## src/rtl/radar_samp_packer.sv

```systemverilog
// Packs 32-bit sc16 receive samples into 512-bit AXI-stream words for the DDR3 sample buffer.
// A frame end flushes any partial word with a trimmed tkeep; one instance serves one channel.
`timescale 1ns/1ps
module radar_samp_packer #(
    parameter int unsigned SAMP_AXI_DATA_WIDTH  = 512,
    parameter int unsigned SAMP_AXI_TID_WIDTH   = 1,
    parameter int unsigned SAMP_AXI_TDEST_WIDTH = 1,
    parameter int unsigned SAMP_AXI_TUSER_WIDTH = 1,
    parameter int unsigned TID_VALUE            = 0,
    parameter int unsigned TDEST_VALUE          = 0
) (
    input  logic                              ce_clk,
    input  logic                              ce_rst_n,
    input  logic                              clear,
    input  logic [31:0]                       s_axis_tdata,
    input  logic                              s_axis_tlast,
    input  logic                              s_axis_tvalid,
    output logic                              s_axis_tready,
    output logic [SAMP_AXI_DATA_WIDTH-1:0]    samp_axis_tdata,
    output logic                              samp_axis_tvalid,
    output logic                              samp_axis_tlast,
    output logic [SAMP_AXI_DATA_WIDTH/8-1:0]  samp_axis_tkeep,
    output logic [SAMP_AXI_DATA_WIDTH/8-1:0]  samp_axis_tstrb,
    output logic [SAMP_AXI_TID_WIDTH-1:0]     samp_axis_tid,
    output logic [SAMP_AXI_TDEST_WIDTH-1:0]   samp_axis_tdest,
    output logic [SAMP_AXI_TUSER_WIDTH-1:0]   samp_axis_tuser,
    input  logic                              samp_axis_tready,
    output logic [31:0]                       frame_cnt
);

    localparam int unsigned LANE_W         = 32;
    localparam int unsigned LANES          = 16;
    localparam int unsigned DATA_W         = LANE_W * LANES;
    localparam int unsigned KEEP_W         = DATA_W / 8;
    localparam int unsigned BYTES_PER_LANE = LANE_W / 8;
    localparam int unsigned CNT_W          = 4;

    generate
        if (SAMP_AXI_DATA_WIDTH != DATA_W) begin : g_bad_width
            $error("radar_samp_packer: SAMP_AXI_DATA_WIDTH must be 512");
        end
    endgenerate

    logic [DATA_W-1:0] acc_q, acc_d, merged_c;
    logic [CNT_W-1:0]  cnt_q, cnt_d;
    logic              sof_q, sof_d;
    logic              rst_q;
    logic [DATA_W-1:0] out_data_q, out_data_d;
    logic [KEEP_W-1:0] out_keep_q, out_keep_d, keep_c;
    logic              out_last_q, out_last_d;
    logic              out_sof_q, out_sof_d;
    logic              out_valid_q, out_valid_d;
    logic [31:0]       frame_cnt_q, frame_cnt_d;
    logic              accept_c, complete_c, drain_c;

    // Ready depends only on the output register, so the path stays short on every beat.
    assign s_axis_tready = rst_q && !clear && (!out_valid_q || samp_axis_tready);
    assign accept_c      = s_axis_tvalid && s_axis_tready;
    assign complete_c    = accept_c && ((cnt_q == CNT_W'(LANES - 1)) || s_axis_tlast);
    assign drain_c       = out_valid_q && samp_axis_tready;

    // Accumulator with the incoming sample merged at lane cnt; lanes above cnt are zero.
    always_comb begin
        merged_c = acc_q;
        keep_c   = '0;
        merged_c[LANE_W*cnt_q +: LANE_W] = s_axis_tdata;
        for (int unsigned i = 0; i < LANES; i++) begin
            if (i > 32'(cnt_q)) begin
                merged_c[LANE_W*i +: LANE_W] = '0;
            end
        end
        for (int unsigned b = 0; b < KEEP_W; b++) begin
            keep_c[b] = (b / BYTES_PER_LANE) <= 32'(cnt_q);
        end
    end

    // Next-state: fill, flush on word completion, drain of the output register, abort.
    always_comb begin
        acc_d       = acc_q;
        cnt_d       = cnt_q;
        sof_d       = sof_q;
        out_data_d  = out_data_q;
        out_keep_d  = out_keep_q;
        out_last_d  = out_last_q;
        out_sof_d   = out_sof_q;
        out_valid_d = out_valid_q;
        frame_cnt_d = frame_cnt_q;

        if (drain_c) begin
            out_valid_d = 1'b0;
            if (out_last_q) begin
                frame_cnt_d = frame_cnt_q + 32'd1;
            end
        end

        if (clear) begin
            acc_d = '0;
            cnt_d = '0;
            sof_d = 1'b1;
        end else if (complete_c) begin
            out_data_d  = merged_c;
            out_keep_d  = keep_c;
            out_last_d  = s_axis_tlast;
            out_sof_d   = sof_q;
            out_valid_d = 1'b1;
            acc_d       = '0;
            cnt_d       = '0;
            sof_d       = s_axis_tlast;
        end else if (accept_c) begin
            acc_d = merged_c;
            cnt_d = cnt_q + CNT_W'(1);
        end
    end

    // Ready enable: held low in reset and for the first cycle after release.
    always_ff @(posedge ce_clk or negedge ce_rst_n) begin
        if (!ce_rst_n) begin
            rst_q <= 1'b0;
        end else begin
            rst_q <= 1'b1;
        end
    end

    always_ff @(posedge ce_clk or negedge ce_rst_n) begin
        if (!ce_rst_n) begin
            acc_q       <= '0;
            cnt_q       <= '0;
            sof_q       <= 1'b1;
            out_data_q  <= '0;
            out_keep_q  <= '0;
            out_last_q  <= 1'b0;
            out_sof_q   <= 1'b0;
            out_valid_q <= 1'b0;
            frame_cnt_q <= '0;
        end else begin
            acc_q       <= acc_d;
            cnt_q       <= cnt_d;
            sof_q       <= sof_d;
            out_data_q  <= out_data_d;
            out_keep_q  <= out_keep_d;
            out_last_q  <= out_last_d;
            out_sof_q   <= out_sof_d;
            out_valid_q <= out_valid_d;
            frame_cnt_q <= frame_cnt_d;
        end
    end

    assign samp_axis_tdata  = out_data_q;
    assign samp_axis_tvalid = out_valid_q;
    assign samp_axis_tlast  = out_last_q;
    assign samp_axis_tkeep  = out_keep_q;
    assign samp_axis_tstrb  = out_keep_q;
    assign samp_axis_tid    = SAMP_AXI_TID_WIDTH'(TID_VALUE);
    assign samp_axis_tdest  = SAMP_AXI_TDEST_WIDTH'(TDEST_VALUE);
    assign samp_axis_tuser  = SAMP_AXI_TUSER_WIDTH'(out_sof_q);
    assign frame_cnt        = frame_cnt_q;

endmodule

```

## config.mk

```make
export PLATFORM = sky130hd
export DESIGN_NAME = radar_samp_packer
export DESIGN_NICKNAME = d
export VERILOG_FILES = /design/src/rtl/radar_samp_packer.sv
export SDC_FILE = /design/constraint.sdc
export NUM_CORES = 2
export LEC_CHECK = 0
export BUFFER_PORTS_ARGS = -buffer_cell sky130_fd_sc_hd__buf_4
export CORE_ASPECT_RATIO = 1.2
export CORE_MARGIN = 4
export CORE_UTILIZATION = 35
export DETAILED_ROUTE_END_ITERATION = 10
export GPL_ROUTABILITY_DRIVEN = 0
export SKIP_CTS_REPAIR_TIMING = 1
export SYNTH_ARGS = -nofsm -noshare
export SYNTH_HDL_FRONTEND = slang
export SYNTH_SLANG_ARGS = --single-unit
export TNS_END_PERCENT = 1
```

## constraint.sdc

```tcl
create_clock -name ce_clk -period 4.4 [get_ports ce_clk]
set_clock_uncertainty 0.2 [all_clocks]
set_input_delay 0.22 -clock ce_clk [delete_from_list [all_inputs] [get_ports ce_clk]]
set_output_delay 0.22 -clock ce_clk [all_outputs]
set_load 0.01 [all_outputs]
```

==> results.toml <==
[cts]
cts_root_buf = "clkbuf_16"
clock_latency_ns = 0.75
numCtsBuffers = 112
htree_levels = 3
cts_tree = "done"
clk_pin_slew_ns = 0.07
cts.path.max_buffers = 3
cts.sinks = 1081

[die]
fp.dieH_um = 406
fp.dieW_um = 339
rows = 145
dieArea_um2 = 138000
fp.coreArea_um2 = 131000
io_pins = 716
start_util = 0.353

[logic_synthesis]
synth_edf_count = 0
synth-xor-area-share = 0.00643
syn_avg_cell_area_um2 = 10.4
syn_inst = 4436
yosys_register_bits = 1081
seq_area_frac_synth = 0.586
synthTopCellsByCount = "dfrtp_1, nand2_1, o21ai_0"
synthTopCellsByArea = "dfrtp_1, o21ai_0, nand2_1"
synthArstFlopShare = 1.00
yosys.area.top_type_share = 0.586
yosysMostFrequentCell = "dfrtp_1"
synth.distinct_cells = 69
synth_adder_area_share = 0.00190
synth_ff_type = "dfrtp_1"
yosysTopAreaCell = "dfrtp_1"
yosys.area_share.simple = 0.125
synth_mux_area_frac = 0.0350
synth_top_family_by_area = "compound AO/OA/AOI/OAI gates"
synth_compound_area_frac = 0.190
ys_warn_count = 0
synth.cell_area_um2 = 46100

[sta]
hold_slack_ns = 0.222
fin_crit_sh = 0.864
setup_ws_ns = 0.598
fmax_mhz = 263
setup_viol_count_final = 0
rsz0062_at_grt = "false"
finalHoldViolations = 0
maxSlewViolCount = 0
final.setup.tns_ns = 0
slew_headroom = 0.300
tightestPinTransition_ns = 1.04
fin_crit_ns = 3.80

[worst_setup_path]
slowest_stage = "nor4_4"
cp-end-kind = "flop"
required_ns = 4.88
cp-start-kind = "flop"
cp_slowest_stage_delay_ns = 0.95
crit_type = "flop to flop"
critPathMaxFanout = 19
cp_common_cell = "buf_4"
cp_cell_sequence = "inv_1 -> ha_1 -> a21oi_1 -> buf_4 -> nand3_1 -> nor4_4 -> buf_4 -> a22o_1"
arrival_ns = 4.28

[route]
dr_total_vias = 37500
wl_per_cell_um = 26.5
ant_nets = 0
first_pass_iters = 7
drc_errors = 0
vias_per_cell = 5.61
wirelength_um = 178000
drtIter0Drc = 3405

[global_route]
gr-usage-all-layers = 0.249
grt_pass1_vias = 36800
grt_max_degree = 133
grt_antenna_before_repair = 8
grt_pass1_wl_um = 257000
gr-total-overflow = 0

[pwr]
ir_drop_mv = 0.345
power.net_switching_w = 0.00546
clkPwrFrac = 0.454
p_int_w = 0.0160
seqPwrFrac = 0.478
pwr_density_cell_nw_per_um2 = 378
switching_share = 0.255
power.leakage_nw = 26.5
pwr-share-comb = 0.068

[placement]
numPortBuffers = 713
dp_hpwl_um = 115000
place_ws_ns = 0.591

[layout]
nNetsFinal = 4948
syn_to_final_growth_pct = 22.9
drive_gt1_frac = 0.216

[worst_hold_path]
min_path_type = "primary input to flop"

[run_status]
outcome = "finished, final reports clean"

[run]
cap_violations = 0
-- metal layers --
| metal | part of all wire | up-vias | global-route usage |
|---|---|---|---|
| met2 | 0.47 | 1662 | 0.399 |
| met5 | 0 | - | 0 |
| met1 | 0.41 | 19000 | 0.323 |
| met3 | 0.082 | 334 | 0.0593 |
| li1 | - | 16500 | - |
| met4 | 0.047 | 0 | 0.111 |
-- cells by family after synthesis --
logic type,count (synthesis)
other,2
DFF,1081
and+or+nand+nor,1305
muxes,161
AOI/OAI and AO/OA,1323
adders and majority gates,7
xor gates and xnor gates,33
buffers and inverters,524
-- cells in the final DEF, fill, tap and decap left out, types with 65 or more instances in the layout --
master / netlist / final
buf_4: 125 / 807
nand2_1: 650 / 650
a21oi_1: 188 / 186
a22o_1: 236 / 236
o21ai_0: 522 / 522
o2bb2ai_1: 77 / 77
a31oi_1: 66 / 65
nand3_1: 81 / 79
clkbuf_16: 0 / 113
dfrtp_1: 1080 / 1080
and3_1: 92 / 91
nor2_1: 301 / 293
mux2i_1: 160 / 160
-- per-stage QoR --
stage / util / instance area (µm²) / total power (W) / std cells
3_5_place_dp: 0.402 / 52500 / 0.0119 / 6439
5_1_grt: 0.434 / 56700 / 0.0221 / 6688
2_1_floorplan: - / 46100 / 0.0109 / 4437
6_report: 0.434 / 56700 / 0.0214 / 6695
3_3_place_gp: 0.402 / 52500 / 0.0119 / 6439
4_1_cts: 0.431 / 56300 / 0.0216 / 6647
-- registers in the layout, summed over array words and instances, names as in the netlist --
name and cells:
acc_q 512, cnt_q 4, frame_cnt 32, rst_q 1
samp_axis_tdata 512, samp_axis_tkeep 16, samp_axis_tlast 1, samp_axis_tuser 1
samp_axis_tvalid 1, sof_q 1
-- worst paths after layout --
path	from	endpoint	slack (ns)	depth (start not counted)
worst max-delay path	cnt_q[0]	acc_q[281]	0.60	8
worst min-delay path	clear	cnt_q[3]	0.22	3
worst max register to register	cnt_q[0]	acc_q[281]	0.60	8
worst min register to register	frame_cnt[31]	frame_cnt[31]	0.27	1
max in group asynchronous	ce_rst_n	acc_q[498]	1.72	4
min in group asynchronous	ce_rst_n	samp_axis_tdata[242]	0.47	3
-- layout make-up --
type,count,area [µm²]
clock inverters,47,455
repair buffers,870,6910
multi-input cells,2832,16800
clock buffers,161,3280
fillers,12500,73900
diodes,8,20.0
inverters,6,22.5
flip-flops and latches,1081,27100
well taps,1690,2110
-- worst max-delay path, delay by kind of cell, from the launching register on --
| kind | cells | cell delay (ns) |
|---|---|---|
| buf+inv | 3 | 0.81 |
| fa+ha+maj | 1 | 0.45 |
| flops | 1 | 0.65 |
| compound gates | 2 | 0.40 |
| simple gates | 2 | 1.22 |
-- power groups by stage --
stage | clock network, W | logic, W | registers [W]
after floorplan | 0 | 0.000502 | 0.0104
after global placement | 0 | 0.00144 | 0.0104
after detailed placement | 0 | 0.00144 | 0.0104
after CTS | 0.00993 | 0.00145 | 0.0103
after global routing | 0.0103 | 0.00157 | 0.0103
final | 0.00973 | 0.00146 | 0.0102
Note: power is estimated with default switching activity, not from simulation.
